File: config.mk
export PLATFORM = sky130hd
export DESIGN_NAME = lsu_dccm_arb_flat
export DESIGN_NICKNAME = d
export VERILOG_FILES = /design/src/rtl/lsu_dccm_arb_if.sv /design/src/rtl/lsu_dccm_arb.sv /design/src/flat_wrapper.sv
export SDC_FILE = /design/constraint.sdc
export NUM_CORES = 1
export LEC_CHECK = 0
export BUFFER_PORTS_ARGS = -buffer_cell sky130_fd_sc_hd__buf_4
export CAP_MARGIN = 20
export CORE_AREA = 2 2 103 105
export DETAILED_ROUTE_END_ITERATION = 16
export DIE_AREA = 0 0 105 107
export PLACE_DENSITY = 0.51
export SETUP_SLACK_MARGIN = 0.4
export SLEW_MARGIN = 10
export SYNTH_ARGS = -nofsm -noshare
export SYNTH_HDL_FRONTEND = slang
export SYNTH_SLANG_ARGS = --single-unit
File: constraint.sdc
create_clock -name clk -period 2.9 [get_ports clk]
set_clock_uncertainty 0.2 [all_clocks]
set_input_delay 0.145 -clock clk [delete_from_list [all_inputs] [get_ports clk]]
set_output_delay 0.145 -clock clk [all_outputs]
set_load 0.1 [all_outputs]
File: src/rtl/lsu_dccm_arb_if.sv
// lsu_dccm_arb_if: bus bundle between the LSU pipe, the DMA slave port,
// the DCCM arbiter and the DCCM macro.
//   slave  : arbiter side (takes LSU/DMA requests, drives the DCCM, returns reads)
//   master : environment side (requesters and DCCM model)
// Groups: lsu_* request/ready/read-return, dma_* request/ready/response,
//         dccm_* single-port access plus read data (valid 1 cycle after rden).
interface lsu_dccm_arb_if #(
  parameter int DCCM_BITS  = 16,
  parameter int DATA_WIDTH = 32,
  parameter int DMA_TAG_W  = 3
);
  logic                    lsu_req_valid;
  logic                    lsu_req_wr;
  logic [DCCM_BITS-1:0]    lsu_addr;
  logic [DATA_WIDTH-1:0]   lsu_wdata;
  logic                    lsu_ready;
  logic                    lsu_rd_valid;
  logic [DATA_WIDTH-1:0]   lsu_rd_data;

  logic                    dma_req_valid;
  logic                    dma_req_wr;
  logic [DCCM_BITS-1:0]    dma_addr;
  logic [DATA_WIDTH-1:0]   dma_wdata;
  logic [DATA_WIDTH/8-1:0] dma_byteen;
  logic [DMA_TAG_W-1:0]    dma_tag;
  logic                    dma_ready;
  logic                    dma_rsp_valid;
  logic [DATA_WIDTH-1:0]   dma_rsp_data;
  logic [DMA_TAG_W-1:0]    dma_rsp_tag;

  logic                    dccm_wren;
  logic                    dccm_rden;
  logic [DCCM_BITS-1:0]    dccm_addr;
  logic [DATA_WIDTH-1:0]   dccm_wr_data;
  logic [DATA_WIDTH-1:0]   dccm_rd_data;

  modport slave (
    input  lsu_req_valid, lsu_req_wr, lsu_addr, lsu_wdata,
    output lsu_ready, lsu_rd_valid, lsu_rd_data,
    input  dma_req_valid, dma_req_wr, dma_addr, dma_wdata, dma_byteen, dma_tag,
    output dma_ready, dma_rsp_valid, dma_rsp_data, dma_rsp_tag,
    output dccm_wren, dccm_rden, dccm_addr, dccm_wr_data,
    input  dccm_rd_data
  );

  modport master (
    output lsu_req_valid, lsu_req_wr, lsu_addr, lsu_wdata,
    input  lsu_ready, lsu_rd_valid, lsu_rd_data,
    output dma_req_valid, dma_req_wr, dma_addr, dma_wdata, dma_byteen, dma_tag,
    input  dma_ready, dma_rsp_valid, dma_rsp_data, dma_rsp_tag,
    input  dccm_wren, dccm_rden, dccm_addr, dccm_wr_data,
    output dccm_rd_data
  );
endinterface

File: src/rtl/lsu_dccm_arb.sv
// lsu_dccm_arb: single-port DCCM arbiter between the LSU pipe and DMA.
// LSU has fixed priority; after DMA_STALL_MAX consecutive blocked cycles
// DMA is forced ahead. One DCCM access per cycle, read data returned to
// the owning requester one cycle after issue.
// Ports: clk, rst (sync, active-high), bus (lsu_dccm_arb_if.slave).
// Optional: define LSU_DCCM_ARB_RMW_EN to run partial DMA writes as a
// read-modify-write (IDLE -> RMW_WR -> IDLE). Without it, dma_byteen is
// ignored and every DMA write is a full-word write.
module lsu_dccm_arb #(
  parameter int DCCM_BITS     = 16,
  parameter int DATA_WIDTH    = 32,
  parameter int DMA_TAG_W     = 3,
  parameter int DMA_STALL_MAX = 8
) (
  input  logic           clk,
  input  logic           rst,
  lsu_dccm_arb_if.slave  bus
);
  localparam int BE_W  = DATA_WIDTH/8;
  localparam int CNT_W = $clog2(DMA_STALL_MAX+1);

`ifdef LSU_DCCM_ARB_RMW_EN
  typedef enum logic [0:0] {IDLE = 1'b0, RMW_WR = 1'b1} state_e;
`else
  typedef enum logic [0:0] {IDLE = 1'b0} state_e;
`endif

  state_e                state_q, state_d;
  logic [CNT_W-1:0]      starve_cnt;
  logic                  dma_force, dma_win, lsu_win, dma_rmw;
  logic                  wren_c, rden_c;
  logic [DCCM_BITS-1:0]  addr_c;
  logic [DATA_WIDTH-1:0] wdata_c;
  logic                  rd_vld, rd_dma;
  logic [DMA_TAG_W-1:0]  rd_tag;

`ifdef LSU_DCCM_ARB_RMW_EN
  logic [DCCM_BITS-1:0]  rmw_addr;
  logic [DATA_WIDTH-1:0] rmw_wdata, rmw_merged;
  logic [BE_W-1:0]       rmw_byteen;

  // Enabled bytes come from the latched DMA data, the rest from the old word.
  for (genvar b = 0; b < BE_W; b++) begin : g_merge
    assign rmw_merged[b*8 +: 8] = rmw_byteen[b] ? rmw_wdata[b*8 +: 8]
                                                : bus.dccm_rd_data[b*8 +: 8];
  end
`else
  logic unused_byteen;
  assign unused_byteen = ^bus.dma_byteen;
`endif

  assign dma_force = (starve_cnt == CNT_W'(DMA_STALL_MAX));

  always_comb begin
    state_d = state_q;
    dma_win = 1'b0;
    lsu_win = 1'b0;
    dma_rmw = 1'b0;
    wren_c  = 1'b0;
    rden_c  = 1'b0;
    addr_c  = '0;
    wdata_c = '0;
    case (state_q)
      IDLE: begin
        dma_win = bus.dma_req_valid & (~bus.lsu_req_valid | dma_force);
        lsu_win = bus.lsu_req_valid & ~dma_win;
        if (dma_win) begin
`ifdef LSU_DCCM_ARB_RMW_EN
          dma_rmw = bus.dma_req_wr & (bus.dma_byteen != {BE_W{1'b1}});
`endif
          addr_c  = bus.dma_addr;
          wdata_c = bus.dma_wdata;
          wren_c  = bus.dma_req_wr & ~dma_rmw;
          rden_c  = ~bus.dma_req_wr | dma_rmw;
`ifdef LSU_DCCM_ARB_RMW_EN
          if (dma_rmw) state_d = RMW_WR;
`endif
        end else if (lsu_win) begin
          addr_c  = bus.lsu_addr;
          wdata_c = bus.lsu_wdata;
          wren_c  = bus.lsu_req_wr;
          rden_c  = ~bus.lsu_req_wr;
        end
      end
`ifdef LSU_DCCM_ARB_RMW_EN
      RMW_WR: begin
        wren_c  = 1'b1;
        addr_c  = rmw_addr;
        wdata_c = rmw_merged;
        state_d = IDLE;
      end
`endif
      default: state_d = IDLE;
    endcase
  end

  // Handshake and enables are forced low while reset is held.
  assign bus.lsu_ready     = lsu_win & ~rst;
  assign bus.dma_ready     = dma_win & ~rst;
  assign bus.dccm_wren     = wren_c & ~rst;
  assign bus.dccm_rden     = rden_c & ~rst;
  assign bus.dccm_addr     = addr_c;
  assign bus.dccm_wr_data  = wdata_c;
  assign bus.lsu_rd_valid  = rd_vld & ~rd_dma & ~rst;
  assign bus.lsu_rd_data   = bus.dccm_rd_data;
  assign bus.dma_rsp_valid = rd_vld & rd_dma & ~rst;
  assign bus.dma_rsp_data  = bus.dccm_rd_data;
  assign bus.dma_rsp_tag   = rd_tag;

  always_ff @(posedge clk) begin
    if (rst) begin
      state_q    <= IDLE;
      starve_cnt <= '0;
      rd_vld     <= 1'b0;
      rd_dma     <= 1'b0;
      rd_tag     <= '0;
    end else begin
      state_q <= state_d;
      // Held during the RMW write beat; otherwise counts blocked DMA cycles.
      if (state_q == IDLE) begin
        if (!bus.dma_req_valid || dma_win) starve_cnt <= '0;
        else if (!dma_force)              starve_cnt <= starve_cnt + 1'b1;
      end
      // The RMW read phase is internal and never returns a response.
      rd_vld <= rden_c & ~dma_rmw;
      rd_dma <= dma_win;
      if (dma_win) rd_tag <= bus.dma_tag;
    end
  end

`ifdef LSU_DCCM_ARB_RMW_EN
  always_ff @(posedge clk) begin
    if (dma_rmw) begin
      rmw_addr   <= bus.dma_addr;
      rmw_wdata  <= bus.dma_wdata;
      rmw_byteen <= bus.dma_byteen;
    end
  end
`endif
endmodule

File: src/flat_wrapper.sv
// flat-port wrapper written by rule: the top's interface ports become plain ports
module lsu_dccm_arb_flat 
#(
  parameter int DCCM_BITS     = 16,
  parameter int DATA_WIDTH    = 32,
  parameter int DMA_TAG_W     = 3,
  parameter int DMA_STALL_MAX = 8
)
  (clk, rst, bus_lsu_req_valid, bus_lsu_req_wr, bus_lsu_addr, bus_lsu_wdata, bus_lsu_ready, bus_lsu_rd_valid, bus_lsu_rd_data, bus_dma_req_valid, bus_dma_req_wr, bus_dma_addr, bus_dma_wdata, bus_dma_byteen, bus_dma_tag, bus_dma_ready, bus_dma_rsp_valid, bus_dma_rsp_data, bus_dma_rsp_tag, bus_dccm_wren, bus_dccm_rden, bus_dccm_addr, bus_dccm_wr_data, bus_dccm_rd_data);
  lsu_dccm_arb_if #(.DCCM_BITS(DCCM_BITS), .DATA_WIDTH(DATA_WIDTH), .DMA_TAG_W(DMA_TAG_W)) bus_i ();
  input  logic clk;
  input  logic rst;
  input wire logic [$bits(bus_i.lsu_req_valid)-1:0] bus_lsu_req_valid;
  input wire logic [$bits(bus_i.lsu_req_wr)-1:0] bus_lsu_req_wr;
  input wire logic [$bits(bus_i.lsu_addr)-1:0] bus_lsu_addr;
  input wire logic [$bits(bus_i.lsu_wdata)-1:0] bus_lsu_wdata;
  output wire logic [$bits(bus_i.lsu_ready)-1:0] bus_lsu_ready;
  output wire logic [$bits(bus_i.lsu_rd_valid)-1:0] bus_lsu_rd_valid;
  output wire logic [$bits(bus_i.lsu_rd_data)-1:0] bus_lsu_rd_data;
  input wire logic [$bits(bus_i.dma_req_valid)-1:0] bus_dma_req_valid;
  input wire logic [$bits(bus_i.dma_req_wr)-1:0] bus_dma_req_wr;
  input wire logic [$bits(bus_i.dma_addr)-1:0] bus_dma_addr;
  input wire logic [$bits(bus_i.dma_wdata)-1:0] bus_dma_wdata;
  input wire logic [$bits(bus_i.dma_byteen)-1:0] bus_dma_byteen;
  input wire logic [$bits(bus_i.dma_tag)-1:0] bus_dma_tag;
  output wire logic [$bits(bus_i.dma_ready)-1:0] bus_dma_ready;
  output wire logic [$bits(bus_i.dma_rsp_valid)-1:0] bus_dma_rsp_valid;
  output wire logic [$bits(bus_i.dma_rsp_data)-1:0] bus_dma_rsp_data;
  output wire logic [$bits(bus_i.dma_rsp_tag)-1:0] bus_dma_rsp_tag;
  output wire logic [$bits(bus_i.dccm_wren)-1:0] bus_dccm_wren;
  output wire logic [$bits(bus_i.dccm_rden)-1:0] bus_dccm_rden;
  output wire logic [$bits(bus_i.dccm_addr)-1:0] bus_dccm_addr;
  output wire logic [$bits(bus_i.dccm_wr_data)-1:0] bus_dccm_wr_data;
  input wire logic [$bits(bus_i.dccm_rd_data)-1:0] bus_dccm_rd_data;
  assign bus_i.lsu_req_valid = bus_lsu_req_valid;
  assign bus_i.lsu_req_wr = bus_lsu_req_wr;
  assign bus_i.lsu_addr = bus_lsu_addr;
  assign bus_i.lsu_wdata = bus_lsu_wdata;
  assign bus_lsu_ready = bus_i.lsu_ready;
  assign bus_lsu_rd_valid = bus_i.lsu_rd_valid;
  assign bus_lsu_rd_data = bus_i.lsu_rd_data;
  assign bus_i.dma_req_valid = bus_dma_req_valid;
  assign bus_i.dma_req_wr = bus_dma_req_wr;
  assign bus_i.dma_addr = bus_dma_addr;
  assign bus_i.dma_wdata = bus_dma_wdata;
  assign bus_i.dma_byteen = bus_dma_byteen;
  assign bus_i.dma_tag = bus_dma_tag;
  assign bus_dma_ready = bus_i.dma_ready;
  assign bus_dma_rsp_valid = bus_i.dma_rsp_valid;
  assign bus_dma_rsp_data = bus_i.dma_rsp_data;
  assign bus_dma_rsp_tag = bus_i.dma_rsp_tag;
  assign bus_dccm_wren = bus_i.dccm_wren;
  assign bus_dccm_rden = bus_i.dccm_rden;
  assign bus_dccm_addr = bus_i.dccm_addr;
  assign bus_dccm_wr_data = bus_i.dccm_wr_data;
  assign bus_i.dccm_rd_data = bus_dccm_rd_data;
  lsu_dccm_arb #(.DCCM_BITS(DCCM_BITS), .DATA_WIDTH(DATA_WIDTH), .DMA_TAG_W(DMA_TAG_W), .DMA_STALL_MAX(DMA_STALL_MAX)) u_core (.clk(clk), .rst(rst), .bus(bus_i));
endmodule
== Yosys cells after proc, flatten, opt, wreduce, memory -nomap -nowiden ==
Index checks and enable logic that the tools add are counted.

* Memory bits (read-only): 0
* Register bits after elaboration: 9
* Output and inout bits: 121
* Memory bits (writable): 0
* Memories: 0
* Bits of input ports: 141
* Latch bits: 0
* Word-level logic and storage cells: 36

* Shift operators: 0
* Magnitude comparators: 0
* Bitwise gates (word level): 17
* Reduce and logical (&&, ||, !) cells: 2
* $mul: 0
* Divide/modulo/power cells: 0
* $add $sub $neg: 1
* Multiplexer cells: 10
* Equal/unequal tests: 2

{| class="wikitable"
|+ Operators with widths
! kind !! count
|-
| $mux W32 || 2
|-
| $mux W16 || 2
|-
| $and A1 B1 Y1 || 10
|-
| $mux W4 || 2
|-
| $not A1 Y1 || 6
|-
| $add A4 B1 Y4 const B || 1
|-
| $eq A4 B4 Y1 const B || 1
|-
| $mux W1 || 4
|-
| $ne A2 B2 Y1 const B || 1
|-
| $logic_not A1 Y1 || 1
|-
| $logic_or A1 B1 Y1 || 1
|-
| $or A1 B1 Y1 || 1
|}

== Depth between registers and ports, before layout ==
* Word-level depth: 8
* Mapped depth: 7
* Gate-level depth less buffers: 5

== Least setup slack after synthesis ==
No wires, ideal clock.

* Path kind: reg-to-output
* Start: reg u_core.starve_cnt[0]
* End: out bus_dccm_wr_data[10]
* Required time: 2555 ps
* Cell stages (with the launch flop): 8
* Slack: -190 ps
* Buffers on the path: 2
* Data arrival time: 2745 ps
* Path through: dfxtp_1 inv_1 ha_1 nand3b_4 a21boi_2 buf_6 buf_6 mux2i_1

* Longest elaborated chain between the ends: 7

{| class="wikitable"
|+ RTL lines
! what !! RTL line !! text
|-
| start, declared || lsu_dccm_arb.sv:29 || <nowiki>logic [CNT_W-1:0] starve_cnt;</nowiki>
|-
| start signal, assigned || lsu_dccm_arb.sv:122 || <nowiki>else if (!dma_force) starve_cnt <= starve_cnt + 1'b1;</nowiki>
|-
| $eq A4 B4 Y1 (*) || lsu_dccm_arb.sv:52 || <nowiki>assign dma_force = (starve_cnt == CNT_W'(DMA_STALL_MAX));</nowiki>
|-
| $or A1 B1 Y1 (*) || lsu_dccm_arb.sv:65 || <nowiki>dma_win = bus.dma_req_valid & (~bus.lsu_req_valid | dma_force);</nowiki>
|-
| $and A1 B1 Y1 (*) || lsu_dccm_arb.sv:65 ||
|-
| $not A1 Y1 || lsu_dccm_arb.sv:66 || <nowiki>lsu_win = bus.lsu_req_valid & ~dma_win;</nowiki>
|-
| $and A1 B1 Y1 || lsu_dccm_arb.sv:66 ||
|-
| $mux W32 || lsu_dccm_arb.sv:78 || <nowiki>end else if (lsu_win) begin</nowiki>
|-
| $mux W32 (*) || lsu_dccm_arb.sv:67 || <nowiki>if (dma_win) begin</nowiki>
|-
| end, declared || flat_wrapper.sv:33 || <nowiki>output wire logic [$bits(bus_i.dccm_wr_data)-1:0] bus_dccm_wr_data;</nowiki>
|}

Mark *: on every way between the ends. The rest lies on a longest branch, timed or not.

== Worst setup path in the final report ==
* Start: reg u_core.starve_cnt[0]
* End: out bus_dccm_addr[10]

* Longest elaborated chain between the ends: 7

{| class="wikitable"
|+ RTL lines
! what !! RTL line !! text
|-
| $eq A4 B4 Y1 (*) || lsu_dccm_arb.sv:52 ||
|-
| $or A1 B1 Y1 (*) || lsu_dccm_arb.sv:65 ||
|-
| $and A1 B1 Y1 (*) || lsu_dccm_arb.sv:65 ||
|-
| $not A1 Y1 || lsu_dccm_arb.sv:66 ||
|-
| $and A1 B1 Y1 || lsu_dccm_arb.sv:66 ||
|-
| $mux W16 || lsu_dccm_arb.sv:78 ||
|-
| $mux W16 (*) || lsu_dccm_arb.sv:67 ||
|-
| end, declared || flat_wrapper.sv:32 || <nowiki>output wire logic [$bits(bus_i.dccm_addr)-1:0] bus_dccm_addr;</nowiki>
|}

Marked as above.

==> key figures <==
Drt
  – Residual DRC: 0
  – Final wirelength: roughly 7100 microns
  – DR vias: between 1,500 and 2,000
  – Post-route antenna net violation count: 0
  – Pre-antenna DRT Iters: 4
  – Routed wire per std cell: approximately 14 microns
  – DR vias/cell: between 3 and 4
  – Initial drt markers: 59

Run status
  – Outcome: finished clean

Timing
  – Final setup viols: 0
  – FMAX: approximately 400 MHz
  – Final period util: 0.847
  – Final TNS setup: 0 ns
  – Minimum clock period: about 2.5 ns
  – Worst Max-Slew Pin Slew: between 0.3 and 0.4 ns
  – RSZ-0062 raised after global routing: yes
  – Slew Limit Fails: 0
  – Slew margin rel.: 0.743
  – Final hold vios: 0
  – Hold_ws: between 0.09 and 0.1 ns

Cells and area
  – Fillers: roughly 1,100
  – Most common cell after layout, fill and taps aside: buf_4
  – Fin area: roughly 3400 sq um
  – Most frequent cells in the layout: buf_4 (155), inv_1 (51), nand2_1 (48)
  – ANT cells: 0
  – Layout cells sized above 1: 0.580
  – Finished Layout Cells: 510
  – Final #Nets: just over 500
  – Area Overhead vs Synth: 81.3%
  – Fin util: 0.335

Yosys
  – Synth Cell Area: between 1500 and 2000 sq um
  – Yosys warns: 0
  – #FFs+latches synth: 9
  – Mapped Cells: around 270
  – Avg Synthesized Cell Area: between 6 and 7 sq um
  – Seq/Total Area, Yosys: 0.0967
  – Yosys cell types: 22
  – Syn Nets: between 400 and 500

Floorplanning
  – Die height: 107 microns
  – Starting Density: 0.185
  – Core Region: between 10,000 and 15,000 sq um
  – # rows: 37
  – Die X: between 100 and 150 microns
  – # IOs: ~260
  – Die Area: 11,200 sq um

Setup path
  – R2R depth: 6
  – Critical Path AT: about 2.1 ns
  – CP required: ~2.6 ns
  – Crit-path cells: inv_1 > ha_1 > nand3b_4 > a21boi_4 > bufbuf_16 > mux2i_2 > buf_6
  – Crit. End Element: output pin
  – CP Max Fanout: 18
  – FF-to-FF Start: u_core.starve_cnt[0]$_SDFFE_PP0N_
  – Kind of critical path: register to output pin
  – Crit path max-delay family: buffers and inverters
  – CP Depth: 7
  – Startpoint class of the critical path: register
  – Worst path slowest cell: bufbuf_16
  – Critical Path Start: u_core.starve_cnt[0]$_SDFFE_PP0N_
  – Crit path buf inv count: 3
  – Max stage delay on crit path: roughly 0.38 ns

Clock tree
  – Clk sinks: 9
  – CTS buffer count: 3
  – Clock Latency Late Sink: approximately 0.23 ns
  – Clock transition at path regs: ~0.04 ns
  – CTS Buffer Depth: 2
  – Root Driver: clkbuf_8
  – CTS tree: yes
  – H-tree levels: 1

Placed design
  – Detail Placement HPWL: 5620 microns
  – Post-DP Area: slightly above 3000 sq um
  – PortBufs: ~160
  – Placed insts: slightly below 500
  – Routability congestion estimate from global placement: between 0.7 and 0.8

Min path
  – Worst hold path type: input port to output pin
  – Min-delay src: bus_dccm_rd_data[0]
  – Hold Crit Depth: 0

GRT
  – Vias in the first global route: ~1,800
  – Overflow after GRT: 0
  – Total GRT Usage: 0.112
  – GR Util met3: 0.0450
  – GRT busiest layer: met2
  – GR Layer Usage met1: 0.104
  – Global Route met2 Usage: 0.231
  – Largest net degree at the start of global routing: 38
  – First-pass GRT wire length: around 10000 microns
  – Initial antenna violation count: 0

Power and ir drop
  – Max IR drop VDD: approximately 0.11 mV
  – P per Cell Area: 341 nW/um^2
  – Pleak: 0.00172 uW

Run
  – Number of max-cap violations: 0
==> flip-flops by register name, summed over array words and instances (netlist names) <==
name                    flops
u_core.rd_vld               1
u_core.starve_cnt           4
u_core.bus.dma_rsp_tag      3
u_core.rd_dma               1
==> synth_stat cells <==
| library cell | n | area (sq um) |
|---|---|---|
| clkbuf_1 | 6 | 22.5 |
| buf_6 | 4 | 45.0 |
| nand3b_4 | 1 | 20.0 |
| nand3b_1 | 1 | 7.51 |
| dfxtp_1 | 9 | 180 |
| buf_2 | 1 | 5.00 |
| nand2b_1 | 8 | 50.1 |
| nand3_1 | 1 | 5.00 |
| xor2_1 | 1 | 8.76 |
| ha_1 | 2 | 25.0 |
| nand2_1 | 48 | 180 |
| nor2b_1 | 2 | 12.5 |
| xnor2_1 | 1 | 8.76 |
| mux2i_1 | 52 | 521 |
| inv_1 | 51 | 191 |
| and3b_1 | 1 | 8.76 |
| nand4b_1 | 1 | 8.76 |
| nor3b_1 | 1 | 7.51 |
| a21boi_2 | 1 | 11.3 |
| mux2_2 | 2 | 22.5 |
| buf_4 | 66 | 495 |
| nor2_1 | 7 | 26.3 |
==> what timing repair did <==
action | CTS | global route
hold buffers | 4 | 0
endpoints found under the setup margin | 23 | 34
buffers inserted | 0 | 11
cloned | 1 | 0
endpoints found under the hold margin | 4 | 0
gates resized for setup | 5 | 14
==> path summary, 6_finish.rpt <==
path	to	slack, ns
worst max register to register	u_core.rd_vld$_SDFF_PP0_	1.00
worst min register to register	u_core.starve_cnt[0]$_SDFFE_PP0N_	0.27
worst max-delay path	bus_dccm_addr[10]	0.44
worst min-delay path	bus_dma_rsp_data[0]	0.09
==> worst reg2reg max path: cells and delay by family (launching register included) <==
kind,cells,cell delay [ns]
mux,1,0.36
fa+ha+maj,1,0.20
compound gates,1,0.26
flops,1,0.33
buf+inv,2,0.33
simple gates,1,0.11
==> report_power, final <==
part | internal [uW] | switching [uW] | total (uW)
sequential | 129 | 2.41 | 131
combinational | 292 | 587 | 879
clock | 95.6 | 47.1 | 143
==> per-layer routing <==
layer	share of wire	up-vias
met1	0.31	875
met3	0.12	4
met4	0.0051	0
met2	0.56	149
met5	0	-
li1	-	957
==> stage by stage <==
| stage | total power [uW] | setup WS (ns) |
|---|---|---|
| 2_1_floorplan | 1170 | -0.0945 |
| 3_3_place_gp | 969 | 0.634 |
| 3_5_place_dp | 974 | 0.609 |
| 4_1_cts | 1140 | 0.394 |
| 5_1_grt | 1200 | 0.330 |
| 6_report | 1150 | 0.444 |
==> area by class of cell <==
cell class | count | area, sq um | area share
Multi-Input combinational cell | 130 | 1300 | 0.386
Sequential cell | 9 | 180 | 0.0534
Tap cell | 136 | 170 | 0.0504
Clock buffer | 4 | 45.0 | 0.0133
Timing Repair Buffer | 180 | 1490 | 0.441
Inverter | 51 | 191 | 0.0567
==> cell families (layout without fill, tap and decap cells) <==
kind of cell / count (synthesis) / in the layout / share of synthesized area
flops: 9 / 9 / 0.0967
simple gates: 71 / 71 / 0.175
compound gates: 1 / 1 / 0.00604
fa+ha+maj: 2 / 2 / 0.0134
mux: 54 / 54 / 0.291
xor+xnor: 2 / 2 / 0.00940
buf+inv: 128 / 235 / 0.408
No activity file was read; power rests on OpenSTA's default activity.
